[config.mk]
export PLATFORM = sky130hd
export DESIGN_NAME = mmio_port_responder
export DESIGN_NICKNAME = d
export VERILOG_FILES = /design/src/rtl/mmio_port_responder.sv
export SDC_FILE = /design/constraint.sdc
export NUM_CORES = 1
export LEC_CHECK = 0
export ABC_AREA = 1
export BUFFER_PORTS_ARGS = -buffer_cell sky130_fd_sc_hd__buf_2
export CAP_MARGIN = 20
export CORE_MARGIN = 2
export CORE_UTILIZATION = 53
export DETAILED_ROUTE_END_ITERATION = 10
export PLACE_DENSITY = 0.82
export REMOVE_ABC_BUFFERS = 1
export SKIP_LAST_GASP = 1
export SLEW_MARGIN = 10
export SYNTH_ARGS = -nofsm -noshare
export SYNTH_HDL_FRONTEND = slang
export SYNTH_SLANG_ARGS = --single-unit
[constraint.sdc]
create_clock -name clk -period 1.6 [get_ports clk]
set_input_delay 0.16 -clock clk [delete_from_list [all_inputs] [get_ports clk]]
set_output_delay 0.16 -clock clk [all_outputs]
set_load 0.02 [all_outputs]
[src/rtl/mmio_port_responder.sv]
// Memory-mapped I/O port responder: PORT_OUT, PORT_IN, STATUS and change
// counter behind a 16-byte window, with configurable wait states.
module mmio_port_responder #(
   parameter logic [31:0] BASE_ADDR   = 32'hFFFF0000,
   parameter int unsigned WAIT_STATES = 1
) (
   input  logic        clk,
   input  logic        reset,
   input  logic [31:0] Address,
   input  logic [31:0] WriteData,
   input  logic        MemWrite,
   input  logic        MemRead,
   output logic [31:0] ReadData,
   output logic        Ready,
   input  logic [7:0]  PortIn,
   output logic [31:0] PortOut
);

   typedef enum logic [1:0] {
      IDLE,
      WAIT,
      RESP
   } state_t;

   localparam logic [2:0] WAIT_INIT =
      (WAIT_STATES > 0) ? 3'(WAIT_STATES - 1) : 3'd0;

   state_t      state;
   state_t      stateNext;
   logic [2:0]  waitCnt;
   logic [1:0]  capOff;
   logic [31:0] capData;
   logic        capWrite;
   logic [7:0]  syncA;
   logic [7:0]  syncIn;
   logic [7:0]  prevIn;
   logic        chg;
   logic        err;
   logic [15:0] count16;
   logic        sel;
   logic        take;
   logic        errSet;
   logic        statClr;
   logic        chgEv;
   logic [31:0] regVal;

   assign sel = (Address[31:4] == BASE_ADDR[31:4]) && (MemRead || MemWrite);
   assign take = (state == IDLE) && sel;
   assign errSet = take && MemRead && MemWrite;
   assign statClr = (state == RESP) && !capWrite && (capOff == 2'd2);
   assign chgEv = (syncIn != prevIn);

   always_ff @(posedge clk or negedge reset) begin
      if (!reset) begin
         state <= IDLE;
      end else begin
         state <= stateNext;
      end
   end

   always_comb begin
      stateNext = state;
      unique case (state)
         IDLE: begin
            if (sel) begin
               stateNext = (WAIT_STATES > 0) ? WAIT : RESP;
            end
         end
         WAIT: begin
            if (waitCnt == 3'd0) begin
               stateNext = RESP;
            end
         end
         RESP:    stateNext = IDLE;
         default: stateNext = IDLE;
      endcase
   end

   // Request fields are captured once and frozen until RESP completes.
   always_ff @(posedge clk or negedge reset) begin
      if (!reset) begin
         waitCnt  <= 3'd0;
         capOff   <= 2'd0;
         capData  <= 32'h0;
         capWrite <= 1'b0;
      end else if (take) begin
         waitCnt  <= WAIT_INIT;
         capOff   <= Address[3:2];
         capData  <= WriteData;
         capWrite <= MemWrite;
      end else if (state == WAIT && waitCnt != 3'd0) begin
         waitCnt <= waitCnt - 3'd1;
      end
   end

   always_ff @(posedge clk or negedge reset) begin
      if (!reset) begin
         PortOut <= 32'h0;
      end else if (state == RESP && capWrite && capOff == 2'd0) begin
         PortOut <= capData;
      end
   end

   always_ff @(posedge clk or negedge reset) begin
      if (!reset) begin
         syncA  <= 8'h0;
         syncIn <= 8'h0;
         prevIn <= 8'h0;
      end else begin
         syncA  <= PortIn;
         syncIn <= syncA;
         prevIn <= syncIn;
      end
   end

   // A set event in the clearing cycle wins over clear-on-read.
   always_ff @(posedge clk or negedge reset) begin
      if (!reset) begin
         chg     <= 1'b0;
         err     <= 1'b0;
         count16 <= 16'h0;
      end else begin
         chg <= chgEv || (chg && !statClr);
         err <= errSet || (err && !statClr);
         if (chgEv) begin
            count16 <= count16 + 16'd1;
         end
      end
   end

   always_comb begin
      regVal = 32'h0;
      unique case (capOff)
         2'd0:    regVal = PortOut;
         2'd1:    regVal = {24'h0, syncIn};
         2'd2:    regVal = {30'h0, err, chg};
         2'd3:    regVal = {16'h0, count16};
         default: regVal = 32'h0;
      endcase
   end

   always_comb begin
      Ready    = (state == RESP);
      ReadData = 32'h0;
      if (state == RESP && !capWrite) begin
         ReadData = regVal;
      end
   end

endmodule

* Yosys cells after proc, flatten, opt, wreduce, memory -nomap -nowiden
Cells that the tools add are included.
** Word-level totals
- Register bits after elaboration :: 114
- Latch bits :: 0
- Memory bits (writable) :: 0
- Memory bits (read-only) :: 0
- Input port bits :: 76
- Output and inout bits :: 65
- Logic and storage cells :: 52
- Memories kept :: 0
** Cells by class
- $add $sub $neg :: 2
- $mul :: 0
- Div/mod/pow operators :: 0
- $lt $le $gt $ge :: 0
- Eq/ne operators :: 9
- Shift-type cells :: 0
- Muxes and demuxes :: 7
- Bitwise gates (word level) :: 0
- Reduce and logical (&&, ||, !) cells :: 22
** Operators by type and width (count)
- $pmux 32 s4 :: 1
- $mux 32 :: 1
- $eq 28x28->1 const B :: 1
- $add 16x1->16 const B :: 1
- $logic_and 1x1->1 :: 11
- $ne 8x8->1 :: 1
- $eq 2x2->1 const B :: 3
- $mux 3 :: 2
- $eq 2x1->1 const B :: 2
- $logic_not 2->1 :: 2
- $mux 2 :: 2
- $ne 2x2->1 const B :: 2
- $pmux 2 s2 :: 1
- $logic_not 3->1 :: 1
- $logic_or 1x1->1 :: 3
- $reduce_bool 3->1 :: 1
- $sub 3x1->3 const B :: 1
- $logic_not 1->1 :: 2
- $reduce_and 2->1 :: 1
- $reduce_bool 2->1 :: 1

* Logic depth before layout (Yosys ltp)
Gate-level depths: netlist of the first run.
- Depth in word-level cells :: 6
- Mapped depth :: 10
- Depth with buffers taken out :: 9

* Worst setup path before layout of the first run
OpenSTA, ideal clock, no wires.
- Path type :: register -> output
- Start point :: reg capOff[1]
- End point :: out ReadData[12]
- Arrival :: 1.318 ns
- Data required time :: 1.440 ns
- Path slack :: 0.122 ns
- Cell stages (with the launch flop) :: 5
- Path buffers :: 1
- Cells stage by stage :: dfrtp_1 nor2_4 clkbuf_1 nand2_1 a21oi_1
** On the way
- Cells in the longest elaborated chain, start to end :: 3
- Elaborated cells on any way between the ends :: 6
- Those cells by class :: 3 x eq/ne; 2 x mux; 1 x reduce/logical
** RTL lines
- from (decl) :: RTL line 31 : logic [1:0] capOff;
- from (signal assigned) :: RTL line 88 : capOff <= Address[3:2];
- $eq 2x2->1, or another cell as far along :: RTL line 133 : unique case (capOff)
- $pmux 32 s4 (*) :: RTL line 133
- $mux 32 (*) :: RTL line 145 : if (state == RESP && !capWrite) begin
- to (decl) :: RTL line 13 : output logic [31:0] ReadData,
Every way passes the cells marked *; elsewhere a longest branch is shown, timed or not.

* Worst setup path after layout of the first run
- Start point :: reg capOff[1]
- End point :: out ReadData[26]
The elaborated chain is that of the path after synthesis.

==> results.json, run 1 <==
{
  "outcome": "finished with violations",
  "violations": "negative setup slack",
  "regArea_um2": 2860,
  "synth_top_area_cell": "dfrtp_1",
  "cts_sinks": 114,
  "crit_type": "flip-flop to output pin",
  "die_x_um": 105,
  "insertion_delay_ps": 530,
  "final_common_cell": "nand2_1",
  "grt_max_degree": 45,
  "r2r_slack_ps": -160,
  "p_leak_nw": 3.93,
  "rsz0062_at_grt": "yes",
  "initial_core_util_pct": 54.9,
  "die_area_um2": 11000,
  "pre_cts_slack_ps": 104,
  "fin_skew_ps": 8.84,
  "drive_above_1_share_pct": 30.5,
  "routed_wirelength_mm": 16.3,
  "r2r_end": "PortOut[13]$_DFFE_PN0P_",
  "min_period_ps": 1990,
  "dp_hpwl_mm": 8.75,
  "power_w": 0.00734,
  "gp_congestion": 0.824,
  "finish.utilization_pct": 79.9,
  "setup_slack_ps": -393,
  "worstReg2RegStart": "capOff[1]$_DFFE_PN0P_",
  "fin_nets": 952,
  "routedWlPerCell_um": 16.0,
  "min_from": "Address[7]",
  "required_ps": 1440,
  "tritoncts": "yes",
  "hold_class": "primary input to flip-flop",
  "grt_antenna_before_repair": 0,
  "syn_area_per_cell_um2": 8.18,
  "critPathMaxFanout": 8,
  "drt_drc_violations_left": 0,
  "setup_tns_ps": -11970,
  "worst_pin_slew_ps": 416,
  "grt_overflow": 0,
  "clk_pin_slew_ps": 60,
  "layout_common_cells": "209 x nand2_1, 110 x dfrtp_1, 109 x buf_2",
  "numPortBuffers": 138,
  "io_pins": 141,
  "htreeDepth": 4,
  "irDropWorstVdd_mv": 0.693,
  "synth_cell_types": 26,
  "synth_top_area_share_pct": 52.7,
  "holdPathStages": 8,
  "synth_area_um2": 5410,
  "fillers": 575,
  "via_per_inst": 5.16,
  "synth_area_leaders": "dfrtp_1 53%, nand2_1 15%, inv_1 7.4%",
  "final_cells": 1018,
  "die_y_um": 105,
  "arrival_ps": 1830,
  "grt_use_total_pct": 27.4,
  "coreArea_um2": 9860,
  "maxCapViolCount": 0,
  "timing.fmax_mhz": 502,
  "diodes": 0,
  "drv_slew": 0,
  "r2r_cells": 9,
  "grt_pass1_wl_mm": 23.7,
  "powerDensity_nw_per_um2": 932,
  "synth_seq_cells": 114,
  "postRouteAntennaNets": 0,
  "grt_pass1_vias": 5138,
  "dp.cells": 926,
  "post-route-period-util_pct": 125,
  "num_vias": 5248,
  "clk_path_buf_depth": 2,
  "start_kind": "flip-flop",
  "hold_violations": 0,
  "relSlewSlack_pct": 72.3,
  "cts-root-buf": "clkbuf_8",
  "first_pass_iters": 6,
  "multi_input_area_um2": 2170,
  "num_rows": 36,
  "ys_warn_count": 0,
  "yosysSeqAreaShare_pct": 52.7,
  "end_kind": "output pin",
  "syn_to_final_growth_pct": 45.6,
  "numCtsBuffers": 17,
  "drt_iter0_drc": 425,
  "syn-instance-count": 662,
  "hold_end": "err$_DFF_PN0_",
  "setup_viol": 54
}
[logic make-up (layout without fill, tap and decap cells)]
kind of cell / after synthesis / in the layout / synth area share (%)
AOI/OAI and AO/OA: 90 / 90 / 10.4
xor gates and xnor gates: 16 / 16 / 2.59
adders and majority gates: 3 / 3 / 0.694
buffers and inverters: 130 / 353 / 10.4
DFF: 114 / 114 / 52.7
and+or+nand+nor: 309 / 309 / 23.2
[synth_stat cells]
cell type  number
nand2_2         1
inv_1         107
clkbuf_2        1
buf_4           1
nand2_1       220
o211ai_1        3
o21ai_2        26
nand4_1         5
xor2_1          7
nor2_1         47
a31oi_1         2
nor2_2          3
nand3_2         1
nor2_4          4
clkbuf_1        4
o21a_1          2
a21oi_1         9
ha_1            3
and2_0          1
buf_6           8
o21ai_1        10
nand3_1        27
xnor2_1         9
buf_2           9
dfrtp_1       114
o21ai_0        38
[worst max-delay path by stage]
stage                                from  cells past startpoint  slack (ps)                      end
floorplan            state[1]$_DFFE_PN0P_                      7        -850  capData[10]$_DFFE_PN0P_
global placement     state[0]$_DFFE_PN0P_                      7         120             ReadData[15]
detailed placement   state[0]$_DFFE_PN0P_                      7         100             ReadData[15]
CTS                 capOff[0]$_DFFE_PN0P_                      6        -320              ReadData[0]
global route        capOff[1]$_DFFE_PN0P_                      6        -460             ReadData[26]
finish              capOff[1]$_DFFE_PN0P_                      6        -390             ReadData[26]
[critical path: stages (launching register included)]
cell and delay (ps):
dfrtp_2 450, nor2_4 160, buf_6 160, buf_16 140, nand2_1 80, nor2_1 130, buf_4 160
[registers in the layout (all words and copies together), names as in the netlist]
| name | cells |
|---|---|
| prevIn | 8 |
| PortOut | 32 |
| count16 | 16 |
| capOff | 2 |
| syncA | 8 |
| syncIn | 8 |
| capWrite | 1 |
| chg | 1 |
| capData | 32 |
| err | 1 |
| waitCnt | 3 |
| state | 2 |
[per-layer routing]
layer	track usage [%]	vias up	part of all wire [%]
li1	-	2440	-
met1	30.6	2486	36
met2	48.1	253	52
met3	6.36	69	7.5
met4	15.3	0	4.3
met5	0	-	0
[metrics by stage]
stage	cell area, um2	hold slack (ps)
2_1_floorplan	5250	-136
5_1_grt	7880	133
6_report	7880	86.9
4_1_cts	7530	77.3
3_3_place_gp	6310	114
3_5_place_dp	6310	122
[where the power goes]
part           switching [W]  internal [W]
logic               0.000347      0.000291
registers           0.000173       0.00301
clock network        0.00127       0.00224
total                0.00179       0.00555
[repair_timing]
| item | in CTS | in global routing |
|---|---|---|
| buffers inserted | 3 | 7 |
| endpoints found under the setup margin | 32 | 82 |
| endpoints found under the hold margin | 158 | 0 |
| pin swaps | 8 | 9 |
| cloned | 2 | 6 |
| resized for setup | 57 | 62 |
| hold buffers | 45 | 0 |
[area by class of cell]
class	count	share of cell area, %
flip-flops and latches	114	36.3
well taps	133	2.11
multi-input cells	418	27.5
clock buffers	26	6.32
repair buffers	215	22.0
inverters	107	5.13
clock inverters	5	0.635
(Power assumes the default switching activity.)
==> inputs of run 2 (changes only) <==
--- a/config.mk
+++ b/config.mk
@@ -11,8 +11,8 @@
 export CORE_MARGIN = 2
-export CORE_UTILIZATION = 53
+export CORE_UTILIZATION = 55
+export CTS_BUF_LIST = sky130_fd_sc_hd__clkbuf_4
 export DETAILED_ROUTE_END_ITERATION = 10
-export PLACE_DENSITY = 0.82
+export PLACE_DENSITY = 0.85
 export REMOVE_ABC_BUFFERS = 1
 export SKIP_LAST_GASP = 1
-export SLEW_MARGIN = 10
 export SYNTH_ARGS = -nofsm -noshare
==> constraint.sdc (replaced) <==
create_clock -name clk -period 1.6 [get_ports clk]
set_input_delay 0.32 -clock clk [delete_from_list [all_inputs] [get_ports clk]]
set_output_delay 0.32 -clock clk [all_outputs]
set_load 0.02 [all_outputs]
==> run 2 against run 1 <==
Net effect:
- the flow still finishes with violations (negative setup slack)
- worst setup slack got worse by 130 ps
- via count decreased by 2.6%
- final cell count decreased by 2.9%
- first-iteration DRC count decreased by 20%
- sequential share of layout area increased by 2.7 points
- largest cell class unchanged
- largest power group is now sequential cells
==> results.json, run 2 (same netlist as run 1, synthesis figures left out) <==
{
  "cp.buffers_inverters": 4,
  "relSlewSlack_pct": 56.8,
  "gp_congestion": 0.888,
  "syn_to_final_growth_pct": 35.3,
  "fin_nets": 921,
  "routedWlPerCell_um": 15.8,
  "arrival_ps": 1810,
  "numCtsBuffers": 17,
  "die_area_um2": 10700,
  "num_rows": 36,
  "placed_cell_area_um2": 6370,
  "coreArea_um2": 9680,
  "grt_antenna_before_repair": 0,
  "clk_pin_slew_ps": 110,
  "crit_type": "flip-flop to output pin",
  "critPathMaxFanout": 7,
  "crit_slowest_cell": "dfrtp_1",
  "postRouteAntennaNets": 0,
  "clk_path_buf_depth": 2,
  "timing.fmax_mhz": 470,
  "numPortBuffers": 138,
  "cpPeakStageDelay_ps": 430,
  "final_area_um2": 7320,
  "htreeDepth": 4,
  "hold_class": "primary input to flip-flop",
  "path_delay_family": "buffers and inverters",
  "via_per_inst": 5.18,
  "outcome": "finished with violations",
  "first_pass_iters": 7,
  "initial_core_util_pct": 55.9,
  "grt_pass1_vias": 4748,
  "insertion_delay_ps": 510,
  "grt_overflow": 0,
  "setup_tns_ps": -17110,
  "final_common_cell": "nand2_1",
  "die_x_um": 103,
  "grt_pass1_wl_mm": 20.7,
  "io_pins": 141,
  "worst_pin_slew_ps": 645,
  "grt_max_degree": 115,
  "powerDensity_nw_per_um2": 824,
  "maxCapViolCount": 0,
  "hold_violations": 0,
  "rsz0062_at_grt": "yes",
  "p_leak_nw": 3.69,
  "path_cells": "inv_2 > nand2_2 > nor2_4 > inv_4 > clkbuf_16 > nor2_1 > buf_4",
  "layout_common_cells": "212 x nand2_1, 113 x dfrtp_1, 108 x buf_2",
  "drt_iter0_drc": 338,
  "cts_sinks": 114,
  "required_ps": 1280,
  "violations": "negative setup slack",
  "cts-root-buf": "clkbuf_4",
  "dp_hpwl_mm": 8.85,
  "die_y_um": 103,
  "drive_above_1_share_pct": 31.6,
  "drt_drc_violations_left": 0,
  "grt_use_total_pct": 25.0,
  "reg.largest.list": "PortOut (32), capData (32), count16 (16)",
  "routed_wirelength_mm": 15.7,
  "diodes": 0,
  "irDropWorstVdd_mv": 0.556,
  "post-route-period-util_pct": 133,
  "fin_skew_ps": 19.6,
  "num_vias": 5114,
  "drv_slew": 0,
  "setup_viol": 89,
  "start_kind": "flip-flop",
  "min_period_ps": 2130,
  "setup_slack_ps": -526,
  "end_kind": "output pin",
  "tritoncts": "yes"
}
run 2: final cells by class:
cell class / instances / area, um2
Multi-Input combinational cell: 419 / 2180
Sequential cell: 114 / 2850
Timing Repair Buffer: 183 / 1410
Fill cell: 657 / 2360
Tap cell: 133 / 166
Inverter: 107 / 404
Clock buffer: 17 / 128
Clock inverter: 15 / 183
run 2: routing by layer:
| metal | up-vias | wire, um | GRT usage [%] |
|---|---|---|---|
| met4 | 0 | 470 | 11.1 |
| met1 | 2455 | 5870 | 28.6 |
| li1 | 2383 | - | - |
| met3 | 53 | 1020 | 6.12 |
| met2 | 223 | 8300 | 44.5 |
| met5 | - | 0 | 0 |
run 2: repair_timing:
item | 4_1_cts | 5_1_grt
setup buffers | 3 | 3
resized for setup | 34 | 59
setup endpoints to repair | 33 | 73
pin swaps | 2 | 2
gates cloned | 0 | 10
hold endpoints to repair | 122 | 1
hold buffers | 9 | 1
run 2: worst paths after layout:
| kind | from | slack [ps] | cells after the start | endpoint |
|---|---|---|---|---|
| worst max-delay path | state[0]$_DFFE_PN0P_ | -530 | 7 | ReadData[30] |
| worst min-delay path | WriteData[5] | 40 | 3 | capData[5]$_DFFE_PN0P_ |
| worst max register to register | state[0]$_DFFE_PN0P_ | -90 | 9 | PortOut[14]$_DFFE_PN0P_ |
| worst min register to register | syncA[6]$_DFF_PN0_ | 360 | 0 | syncIn[6]$_DFF_PN0_ |
| max in group asynchronous | reset | 720 | 3 | count16[4]$_DFFE_PN0P_ |
| min in group asynchronous | reset | 420 | 3 | syncA[1]$_DFF_PN0_ |
run 2: per-stage QoR:
| step | util (%) | power, W | hold WS (ps) | setup slack [ps] | std cells |
|---|---|---|---|---|---|
| global placement | 65.8 | 0.00370 | 337 | 28.8 | 930 |
| CTS | 71.0 | 0.00602 | 4.45 | -507 | 974 |
| global route | 75.6 | 0.00631 | -7.68 | -660 | 988 |
| detailed placement | 65.8 | 0.00375 | 337 | 0.643 | 930 |
| finish | 75.6 | 0.00604 | 36.5 | -526 | 988 |
| floorplan | - | 0.00348 | 24.4 | -854 | 639 |
run 2: worst reg2reg max path, cell delays in order, from the launching register on:
cell	delay, ps
dfrtp_1	430
inv_2	90
nand2_2	70
buf_4	130
buf_4	130
inv_2	60
buf_4	120
nand3_4	130
buf_12	220
o21ai_0	240
run 2: report_power, final:
group / internal (W) / leakage (nW) / switching, W
Combinational: 0.000237 / 2.02 / 0.000336
Clock: 0.00110 / 0.157 / 0.00121
Sequential: 0.00300 / 1.51 / 0.000154
Total: 0.00434 / 3.69 / 0.00170
